==> src/rtl/ddr_pkg.sv <==
// Shared DDR command encodings, mode-register words and init-sequencer state types.
package ddr_pkg;

  // {csN, rasN, casN, weN}
  localparam logic [3:0] CMD_DESEL = 4'b1111;
  localparam logic [3:0] CMD_NOP   = 4'b0111;
  localparam logic [3:0] CMD_PRE   = 4'b0010;
  localparam logic [3:0] CMD_AREF  = 4'b0001;
  localparam logic [3:0] CMD_LMR   = 4'b0000;

  localparam logic [12:0] MR_DLL_RST   = 13'h121;
  localparam logic [12:0] MR_NORMAL    = 13'h021;
  localparam logic [12:0] EMR_DEFAULT  = 13'h000;
  localparam logic [12:0] ADDR_PRE_ALL = 13'h400;

  typedef enum logic [3:0] {
    StPwrWait,
    StCkeNop,
    StPre1,
    StEmrs,
    StMrsRst,
    StPre2,
    StAref1,
    StAref2,
    StMrs,
    StDllHold,
    StDone
  } init_state_e;

  typedef struct packed {
    logic [3:0]  cmd;
    logic [1:0]  ba;
    logic [12:0] addr;
  } ddr_cmd_t;

  // Command driven in the first cycle of a state; later cycles of the state are NOP/DESEL.
  function automatic ddr_cmd_t entry_cmd(input init_state_e st);
    ddr_cmd_t c;
    c = '{cmd: CMD_NOP, ba: 2'b00, addr: 13'h000};
    unique case (st)
      StPwrWait:      c.cmd = CMD_DESEL;
      StPre1, StPre2: begin c.cmd = CMD_PRE;  c.addr = ADDR_PRE_ALL; end
      StEmrs:         begin c.cmd = CMD_LMR;  c.ba = 2'b01; c.addr = EMR_DEFAULT; end
      StMrsRst:       begin c.cmd = CMD_LMR;  c.addr = MR_DLL_RST; end
      StAref1,
      StAref2:        c.cmd = CMD_AREF;
      StMrs:          begin c.cmd = CMD_LMR;  c.addr = MR_NORMAL; end
      default:        c.cmd = CMD_NOP;
    endcase
    return c;
  endfunction

endpackage

==> src/rtl/ddr_init_seq_if.sv <==
// DDR command/address pins plus init-done flag; master drives, slave observes.
interface ddr_init_seq_if;
  logic        cke;
  logic        csN;
  logic        rasN;
  logic        casN;
  logic        weN;
  logic [1:0]  ba;
  logic [12:0] addr;
  logic        initDone;

  modport master (output cke, csN, rasN, casN, weN, ba, addr, initDone);
  modport slave  (input  cke, csN, rasN, casN, weN, ba, addr, initDone);
endinterface

==> src/rtl/ddr_wait_timer.sv <==
// Loadable down-counter; expired_o is high while the count sits at zero.
module ddr_wait_timer #(
  parameter int unsigned CNT_W   = 16,
  parameter int unsigned RST_VAL = 0
) (
  input  logic             clk,
  input  logic             rst,
  input  logic             load_i,
  input  logic [CNT_W-1:0] load_val_i,
  output logic             expired_o
);

  logic [CNT_W-1:0] cnt_d, cnt_q;

  always_comb begin
    cnt_d = cnt_q;
    if (load_i) begin
      cnt_d = load_val_i;
    end else if (cnt_q != '0) begin
      cnt_d = cnt_q - 1'b1;
    end
  end

  always_ff @(posedge clk or posedge rst) begin
    if (rst) begin
      cnt_q <= CNT_W'(RST_VAL);
    end else begin
      cnt_q <= cnt_d;
    end
  end

  assign expired_o = (cnt_q == '0);

endmodule

==> src/rtl/ddr_init_seq.sv <==
// DDR SDRAM power-up init sequencer: walks the JEDEC init commands, then holds NOP with initDone.
module ddr_init_seq
  import ddr_pkg::*;
#(
  parameter int unsigned WAIT_PWR = 26700,
  parameter int unsigned T_RP     = 3,
  parameter int unsigned T_MRD    = 2,
  parameter int unsigned T_RFC    = 10,
  parameter int unsigned DLL_WAIT = 200,
  parameter int unsigned CNT_W    = 16
) (
  input  logic           clk,
  input  logic           rst,
  ddr_init_seq_if.master ddr
);

  init_state_e      state_d, state_q, nxt_state;
  ddr_cmd_t         cmd_d, cmd_q;
  logic             cke_d, cke_q;
  logic             done_d, done_q;
  logic [CNT_W-1:0] dll_d, dll_q;
  logic [CNT_W-1:0] load_val;
  logic             timer_expired;
  logic             dll_ok;
  logic             advance;

  // Reset preloads WAIT_PWR so the reset interval itself stands in for the cycle before cycle 0.
  ddr_wait_timer #(
    .CNT_W  (CNT_W),
    .RST_VAL(WAIT_PWR)
  ) u_wait_timer (
    .clk       (clk),
    .rst       (rst),
    .load_i    (advance),
    .load_val_i(load_val),
    .expired_o (timer_expired)
  );

  assign dll_ok = (dll_q >= CNT_W'(DLL_WAIT));

  always_comb begin
    nxt_state = state_q;
    unique case (state_q)
      StPwrWait: nxt_state = StCkeNop;
      StCkeNop:  nxt_state = StPre1;
      StPre1:    nxt_state = StEmrs;
      StEmrs:    nxt_state = StMrsRst;
      StMrsRst:  nxt_state = StPre2;
      StPre2:    nxt_state = StAref1;
      StAref1:   nxt_state = StAref2;
      StAref2:   nxt_state = StMrs;
      StMrs:     nxt_state = dll_ok ? StDone : StDllHold;
      StDllHold: nxt_state = StDone;
      default:   nxt_state = StDone;
    endcase
  end

  always_comb begin
    advance = timer_expired && (state_q != StDone) && ((state_q != StDllHold) || dll_ok);
    state_d = advance ? nxt_state : state_q;

    load_val = '0;
    unique case (nxt_state)
      StCkeNop, StPre1, StPre2: load_val = CNT_W'(T_RP - 1);
      StEmrs, StMrsRst, StMrs:  load_val = CNT_W'(T_MRD - 1);
      StAref1, StAref2:         load_val = CNT_W'(T_RFC - 1);
      default:                  load_val = '0;
    endcase

    if (advance) begin
      cmd_d = entry_cmd(nxt_state);
    end else begin
      cmd_d = '{cmd: (state_q == StPwrWait) ? CMD_DESEL : CMD_NOP, ba: 2'b00, addr: 13'h000};
    end
    cke_d  = (state_d != StPwrWait);
    done_d = (state_d == StDone);

    // DLL counter starts with the DLL-reset MRS and saturates at DLL_WAIT.
    dll_d = dll_q;
    if (advance && (nxt_state == StMrsRst)) begin
      dll_d = CNT_W'(1);
    end else if ((dll_q != '0) && !dll_ok) begin
      dll_d = dll_q + 1'b1;
    end
  end

  always_ff @(posedge clk or posedge rst) begin
    if (rst) begin
      state_q <= StPwrWait;
      cmd_q   <= '{cmd: CMD_DESEL, ba: 2'b00, addr: 13'h000};
      cke_q   <= 1'b0;
      done_q  <= 1'b0;
      dll_q   <= '0;
    end else begin
      state_q <= state_d;
      cmd_q   <= cmd_d;
      cke_q   <= cke_d;
      done_q  <= done_d;
      dll_q   <= dll_d;
    end
  end

  assign ddr.cke      = cke_q;
  assign ddr.csN      = cmd_q.cmd[3];
  assign ddr.rasN     = cmd_q.cmd[2];
  assign ddr.casN     = cmd_q.cmd[1];
  assign ddr.weN      = cmd_q.cmd[0];
  assign ddr.ba       = cmd_q.ba;
  assign ddr.addr     = cmd_q.addr;
  assign ddr.initDone = done_q;

endmodule

==> src/flat_wrapper.sv <==
// flat-port wrapper written by rule: the top's interface ports become plain ports
module ddr_init_seq_flat import ddr_pkg::*;
#(
  parameter int unsigned WAIT_PWR = 26700,
  parameter int unsigned T_RP     = 3,
  parameter int unsigned T_MRD    = 2,
  parameter int unsigned T_RFC    = 10,
  parameter int unsigned DLL_WAIT = 200,
  parameter int unsigned CNT_W    = 16
)
  (clk, rst, ddr_cke, ddr_csN, ddr_rasN, ddr_casN, ddr_weN, ddr_ba, ddr_addr, ddr_initDone);
  ddr_init_seq_if ddr_i ();
  input  logic clk;
  input  logic rst;
  output wire logic [$bits(ddr_i.cke)-1:0] ddr_cke;
  output wire logic [$bits(ddr_i.csN)-1:0] ddr_csN;
  output wire logic [$bits(ddr_i.rasN)-1:0] ddr_rasN;
  output wire logic [$bits(ddr_i.casN)-1:0] ddr_casN;
  output wire logic [$bits(ddr_i.weN)-1:0] ddr_weN;
  output wire logic [$bits(ddr_i.ba)-1:0] ddr_ba;
  output wire logic [$bits(ddr_i.addr)-1:0] ddr_addr;
  output wire logic [$bits(ddr_i.initDone)-1:0] ddr_initDone;
  assign ddr_cke = ddr_i.cke;
  assign ddr_csN = ddr_i.csN;
  assign ddr_rasN = ddr_i.rasN;
  assign ddr_casN = ddr_i.casN;
  assign ddr_weN = ddr_i.weN;
  assign ddr_ba = ddr_i.ba;
  assign ddr_addr = ddr_i.addr;
  assign ddr_initDone = ddr_i.initDone;
  ddr_init_seq #(.WAIT_PWR(WAIT_PWR), .T_RP(T_RP), .T_MRD(T_MRD), .T_RFC(T_RFC), .DLL_WAIT(DLL_WAIT), .CNT_W(CNT_W)) u_core (.clk(clk), .rst(rst), .ddr(ddr_i));
endmodule
==> config.mk <==
export PLATFORM = sky130hd
export DESIGN_NAME = ddr_init_seq_flat
export DESIGN_NICKNAME = d
export VERILOG_FILES = /design/src/rtl/ddr_pkg.sv /design/src/rtl/ddr_init_seq_if.sv /design/src/rtl/ddr_wait_timer.sv /design/src/rtl/ddr_init_seq.sv /design/src/flat_wrapper.sv
export SDC_FILE = /design/constraint.sdc
export NUM_CORES = 1
export LEC_CHECK = 0
export ABC_AREA = 1
export CAP_MARGIN = 20
export CORE_MARGIN = 5
export CORE_UTILIZATION = 52
export DETAILED_ROUTE_END_ITERATION = 6
export PLACE_DENSITY = 0.76
export SLEW_MARGIN = 20
export SYNTH_ARGS = -nofsm -noshare
export SYNTH_HDL_FRONTEND = slang
export SYNTH_SLANG_ARGS = --single-unit
export TNS_END_PERCENT = 50
==> constraint.sdc <==
create_clock -name clk -period 1.9 [get_ports clk]
set_clock_uncertainty 0.05 [all_clocks]
set_input_delay 0.38 -clock clk [delete_from_list [all_inputs] [get_ports clk]]
set_output_delay 0.38 -clock clk [all_outputs]
set_load 0.005 [all_outputs]
# ---- Word level (Yosys, flattened, before mapping)
# Memories as Yosys holds them, arrays and structs flattened.
# Index checks and enable logic that the tools add are counted.
dict set report totals {
  register_bits 57
  latch_bits 0
  ram_bits 0
  mem_bits_ro 48
  in_bits 2
  output_inout_bits 21
  elab_cells 59
  n_memories 1
}
dict set report op_classes {
  addsub 2
  multipliers 0
  div 0
  magnitude_cmp 1
  n_eq_ne 18
  n_shift 0
  muxes 12
  bitwise_logic 0
  n_reduce_logical 17
}
# memory words word_bits rd rd_clocked_by_memory_dff wr line_no
set memory_table {}
lappend memory_table {{(name not given)} 16 3 1 0 0 ddr_init_seq.sv:63} ;# unique case (nxt_state)
# op count
set ops {}
lappend ops {{16-bit two-way mux} 4}
lappend ops {{4-bit one-hot mux with 9 select lines} 1}
lappend ops {{11-bit one-hot mux with 3 select lines} 1}
lappend ops {{4-bit by 3-bit == test with 1-bit output, second input constant} 8}
lappend ops {{16-bit nonzero test} 2}
lappend ops {{19-bit two-way mux} 1}
lappend ops {{16-bit by 1-bit adder with 16-bit output, second input constant} 1}
lappend ops {{4-bit by 2-bit == test with 1-bit output, second input constant} 4}
lappend ops {{16-bit by 8-bit >= comparator with 1-bit output, second input constant} 1}
lappend ops {{16-bit zero test} 1}
lappend ops {{4-bit one-hot mux with 4 select lines} 1}
lappend ops {{16-bit by 1-bit subtractor with 16-bit output, second input constant} 1}
lappend ops {{4-bit == test, second input constant} 3}
lappend ops {{4-bit zero test} 2}
lappend ops {{4-bit two-way mux} 2}
lappend ops {{4-bit inequality test, second input constant} 2}
lappend ops {{4-bit by 1-bit == test with 1-bit output, second input constant} 1}
lappend ops {{1-bit logical AND} 4}
lappend ops {{2-bit nonzero test} 2}
lappend ops {{4-bit nonzero test} 1}
lappend ops {{2-bit OR reduction} 2}
lappend ops {{3-bit OR reduction} 1}
lappend ops {{2-bit two-way mux} 1}
lappend ops {{1-bit zero test} 1}
lappend ops {{other kinds (2)} 2}

# ---- Longest topological paths before layout
dict set report depth {
  ltp_word 7
  mapped_depth 14
  depth_no_buf 14
}

# ---- By module
# A second synthesis with hierarchy kept.
dict set report unflattened {
  cells_unflattened 372
  hier_area_um2 2894.0
}
# mod n_inst cells_each area_each_um2 seq_area_each_um2
set modules_own_cells {}
lappend modules_own_cells {ddr_init_seq 1 203 1672.9 755.7}
lappend modules_own_cells {ddr_wait_timer 1 169 1221.2 407.9}

# ---- Worst setup path after synthesis
# No wires, ideal clock.
dict set report synth_timing {
  kind {register -> register}
  start {reg u_core.dll_q[4]}
  end {reg u_core.dll_q[4]}
  setup_time_ps 120
  t_arrival_ps 1720
  t_required_ps 1730
  setup_slack_ps 10
  stages_incl_launch_ff 13
  n_path_buf 1
  period_less_slack_ps 1890
  cell_sequence {dfrtp_1 > inv_1 > nand3_1 > nand2_2 > nand3_1 > nand2_1 > ha_1 > inv_1 > nor2_1 > nand2_4 > nand2_2 > buf_6 > o21ai_2}
}
dict set report synth_between {
  elab_chain_len 6
  elab_cells_between_ends 14
  classes_between {add/sub (1); order compare (1); eq/ne (1); mux (4); reduce/logical (7)}
}
# element line_no
set synth_rtl {}
lappend synth_rtl {{from (decl)} ddr_init_seq.sv:21} ;# logic [CNT_W-1:0] dll_d, dll_q;
lappend synth_rtl {{from (signal assigned)} ddr_init_seq.sv:99} ;# dll_q <= dll_d;
lappend synth_rtl {{16-bit by 8-bit >= comparator with 1-bit output} ddr_init_seq.sv:39} ;# assign dll_ok = (dll_q >= CNT_W'(DLL_WAIT));
lappend synth_rtl {{2-bit two-way mux} ddr_init_seq.sv:52} ;# StMrs: nxt_state = dll_ok ? StDone : StDllHold;
lappend synth_rtl {{4-bit one-hot mux with 9 select lines} ddr_init_seq.sv:43} ;# unique case (state_q)
lappend synth_rtl {{4-bit by 3-bit == test with 1-bit output} ddr_init_seq.sv:80} ;# if (advance && (nxt_state == StMrsRst)) begin
lappend synth_rtl {{1-bit logical AND} ddr_init_seq.sv:80}
lappend synth_rtl {{16-bit two-way mux / 2-bit nonzero test (equally long branches)} -}
# Parallel ways exist; a longest one is shown, timed or not. The select of a mux whose other input is x is not followed.
# A chain may end at the register's enable or synchronous reset.

# ---- Worst setup path in the final report
dict set report layout_timing {
  start {reg u_core.dll_q[9]}
  end {reg u_core.u_wait_timer.cnt_q[1]}
}
dict set report layout_between {
  elab_chain_len 5
  elab_cells_between_ends 8
  classes_between {order compare (1); mux (3); reduce/logical (3); memory (1)}
}
# element line_no
set layout_rtl {}
lappend layout_rtl {{16-bit by 8-bit >= comparator with 1-bit output (*)} ddr_init_seq.sv:39}
lappend layout_rtl {{2-bit two-way mux} ddr_init_seq.sv:52}
lappend layout_rtl {{4-bit one-hot mux with 9 select lines} ddr_init_seq.sv:43}
lappend layout_rtl {{memory 16 x 3 bit} -}
lappend layout_rtl {{16-bit two-way mux} ddr_wait_timer.sv:17} ;# if (load_i) begin
lappend layout_rtl {{to (signal assigned)} ddr_wait_timer.sv:26} ;# cnt_q <= CNT_W'(RST_VAL);
lappend layout_rtl {{to (signal assigned)} ddr_wait_timer.sv:28} ;# cnt_q <= cnt_d;
lappend layout_rtl {{to (decl)} ddr_wait_timer.sv:13} ;# logic [CNT_W-1:0] cnt_d, cnt_q;
# Every way passes the cells marked *; elsewhere a longest branch is shown, timed or not.

==> flow_metrics.tcl <==
set metrics [dict create \
    worst-path-buf-inv 1 \
    numCtsBuffers 5 \
    peakVddDrop_mv 0.267 \
    drive_gt1_share_pct 23.0 \
    syn_inst 324 \
    finalWirelength_microns 5110 \
    gr-total-overflow 0 \
    dr_total_vias 2111 \
    die_y_microns 81.6 \
    drt_iter0_drc 209 \
    io_buffer_count 12 \
    cts-root-buf "clkbuf_8" \
    postSynthAreaPerCell_sq_um 8.23 \
    fmax_ghz 0.539 \
    place_ws_ns -0.0842 \
    total_power_mw 1.61 \
    hold_violations 0 \
    ys_types 30 \
    synth_top_area_cell "dfrtp_1" \
    crit_chain "nor2_1 > nand2_1 > nor2_4 > nand3_2 > nand2_2 > inv_2 > ha_1 > o22ai_1 > nand2_1 > o211ai_1" \
    cpLargestDelayFamily "simple AND/OR/NAND/NOR gates" \
    rr_worst_depth 10 \
    cp_max_fo 4 \
    crit_path_frequent_cell "nand2_1" \
    cp_slowest_cell "dfrtp_1" \
    synth_area_leaders "dfrtp_1 (34%), dfstp_2 (9.9%), nand2_1 (7.7%), inv_1 (7.3%), nor2_1 (5.9%)" \
    antenna_cells 0 \
    setup_slack_ns 0.0449 \
    syn_area_sq_mm 0.00267 \
    hpwlAfterDp_microns 3650 \
    nets 373 \
    yosys_warnings 0 \
    min_period_ns 1.86 \
    post-route-period-util_pct 97.6 \
    wl_per_cell_microns 11.7 \
    regArea_sq_mm 0.00116 \
    io_pins 23 \
    num-fill-cells 425 \
    coreArea_sq_mm 0.00504 \
    start_kind "flop" \
    cap_violations 0 \
    clkLatencyLatePin_ns 0.30 \
    first_pass_iters 5 \
    drc 0 \
    p_leak_nw 1.68 \
    cp.arrival_ns 2.03 \
    area_growth_pct 18.9 \
    synth.yosys.seq_area_share_pct 43.7 \
    htreeDepth 2 \
    slew_violations 0 \
    powerDensity_mw_per_mm2 509 \
    clkSinkCount 46 \
    required_ns 2.08 \
    grt_max_degree 47 \
    multi_input_area_sq_mm 0.00129 \
    antenna_found_initial 0 \
    finalSetupViolations 0 \
    row_count 26 \
    critical_path.max_stage_delay_ns 0.39 \
    ys_seq_elements 46 \
    grtUsageTotal_pct 16.4 \
    cp-end-kind "flop" \
    grt_pass1_wl_microns 8490 \
    cts_tree "built" \
    drt-vias-per-instance 4.85 \
    dieArea_sq_mm 0.00666 \
    initial_core_util_pct 52.9 \
    min_path_type "input port to asynchronous set/reset pin" \
    antenna_left 0 \
    die_w_microns 81.6 \
    grt_setup_unrepaired "true" \
    status "complete, no violations" \
    synth_top_area_share_pct 33.8 \
    gp_congestion 0.929 \
    clk_pin_slew_worst_paths_ns 0.08 \
    clockBufferDepth 2 \
    critPathKind "flop to flop" \
    first_global_vias 1962 \
    cp_num_cells 10 \
]
-- cells in the mapped netlist --
cell type  instances
nand3_1           28
xor2_1            12
dfrtp_1           36
nor2_2             6
dfstp_2           10
o21ai_2            2
nor4_1             1
a21oi_1            2
nand2_4            3
inv_1             52
o211ai_1           1
o21ai_0           13
buf_6              2
inv_2              2
buf_4             11
nand2_2            7
nand4_1            4
xnor2_1            6
clkinv_1           1
o21ai_1            1
ha_1               7
nor2_8             1
nand3b_4           2
o22ai_1            2
nand3b_1           2
nor2_1            42
nor3_1             6
nor2_4             6
conb_1             1
nand2_1           55
-- stage by stage --
stage | TNS (ns) | instances | area, sq um | hold WS, ns | utilization, %
2_1_floorplan | 0 | 333 | 2700 | 0.418 | -
3_5_place_dp | -0.485 | 425 | 2990 | 0.436 | 59.2
5_1_grt | -0.581 | 435 | 3170 | 0.414 | 62.8
4_1_cts | -0.0190 | 433 | 3090 | 0.388 | 61.2
6_report | 0 | 435 | 3170 | 0.374 | 62.8
3_3_place_gp | 0 | 425 | 2990 | 0.432 | 59.2
-- timing repair --
item / CTS / global route
gates resized for setup: 2 / 24
setup endpoints to repair: 15 / 23
hold buffers: 0 / 0
pin swaps: 0 / 10
setup buffers: 0 / 2
-- worst min-delay path: cells and delay by family --
family   cells  cell delay (ns)
buf+inv      3             0.71
-- flip-flops by register name, summed over array words and instances, names as in the netlist --
| signal | flops |
|---|---|
| u_core.ddr.ba | 1 |
| u_core.ddr.addr | 3 |
| u_core.u_wait_timer.cnt_q | 16 |
| u_core.ddr.rasN | 1 |
| u_core.ddr.csN | 1 |
| u_core.ddr.cke | 1 |
| u_core.ddr.initDone | 1 |
| u_core.dll_q | 16 |
| u_core.ddr.casN | 1 |
| u_core.state_q | 4 |
| u_core.ddr.weN | 1 |
-- logic make-up (layout without fill, tap and decap cells) --
group / Yosys count / count (layout) / share of synthesized area (%)
AND/OR/NAND/NOR: 163 / 163 / 30.9
other: 1 / 10 / 0.141
flip-flops: 46 / 46 / 43.7
XOR/XNOR: 18 / 18 / 5.92
buffers and inverters: 68 / 100 / 11.7
AO/OA/AOI/OAI: 21 / 21 / 4.41
adder cells (fa/ha/maj): 7 / 7 / 3.29
-- final timing paths --
check / start / end / slack (ns)
max: u_core.dll_q[9]$_DFFE_PP0P_ / u_core.u_wait_timer.cnt_q[1]$_DFFE_PP0P_ / 0.04
min: rst / u_core.ddr.addr[8]$_DFF_PP0_ / 0.37
max reg2reg: u_core.dll_q[9]$_DFFE_PP0P_ / u_core.u_wait_timer.cnt_q[1]$_DFFE_PP0P_ / 0.04
min reg2reg: u_core.dll_q[12]$_DFFE_PP0P_ / u_core.dll_q[12]$_DFFE_PP0P_ / 0.45
max in group asynchronous: rst / u_core.u_wait_timer.cnt_q[11]$_DFFE_PP1P_ / 1.16
min in group clk: u_core.dll_q[12]$_DFFE_PP0P_ / u_core.dll_q[12]$_DFFE_PP0P_ / 0.45
-- report_power, final --
group          switching [mW]  total [mW]  internal, mW
clock                   0.311       0.604         0.293
combinational          0.0233      0.0296       0.00635
sequential                  0       0.979         0.979
total                   0.334        1.61          1.28
-- cells in the final DEF (no fill, tap or decap), types with 2 or more instances in the layout --
cell | synthesis | final
nand3b_1 | 2 | 2
dfstp_2 | 10 | 10
dfrtp_1 | 36 | 36
nor2_2 | 6 | 5
nand4_1 | 4 | 4
clkbuf_8 | 0 | 6
nor2_1 | 42 | 41
a21oi_1 | 2 | 2
conb_1 | 1 | 10
nor2_4 | 6 | 8
o21ai_1 | 1 | 5
o22ai_1 | 2 | 2
clkdlybuf4s50_1 | 0 | 12
nand2_1 | 55 | 52
buf_4 | 11 | 21
nand3_1 | 28 | 27
nand2_4 | 3 | 5
buf_6 | 2 | 3
inv_1 | 52 | 47
o21ai_0 | 13 | 8
nand2_2 | 7 | 8
ha_4 | 0 | 2
xnor2_1 | 6 | 6
nand3b_4 | 2 | 2
inv_2 | 2 | 7
o21ai_2 | 2 | 3
nor3_1 | 6 | 6
ha_1 | 7 | 5
xor2_1 | 12 | 12
-- final cells by class --
type / count / area share (%)
multi-input cells: 219 / 40.6
flip-flops and latches: 46 / 36.7
repair buffers: 37 / 10.5
inverters: 55 / 6.52
well taps: 70 / 2.76
clock buffers: 7 / 2.73
clock inverters: 1 / 0.158
-- per-layer routing --
layer  global-route usage (%)  wire length (microns)  vias up
li1                         -                      -     1061
met1                     21.7                   2350      999
met2                     25.9                   2440       42
met3                     3.95                    224        9
met4                     6.15                     90        0
met5                        0                      0        -
(Power assumes the default switching activity.)
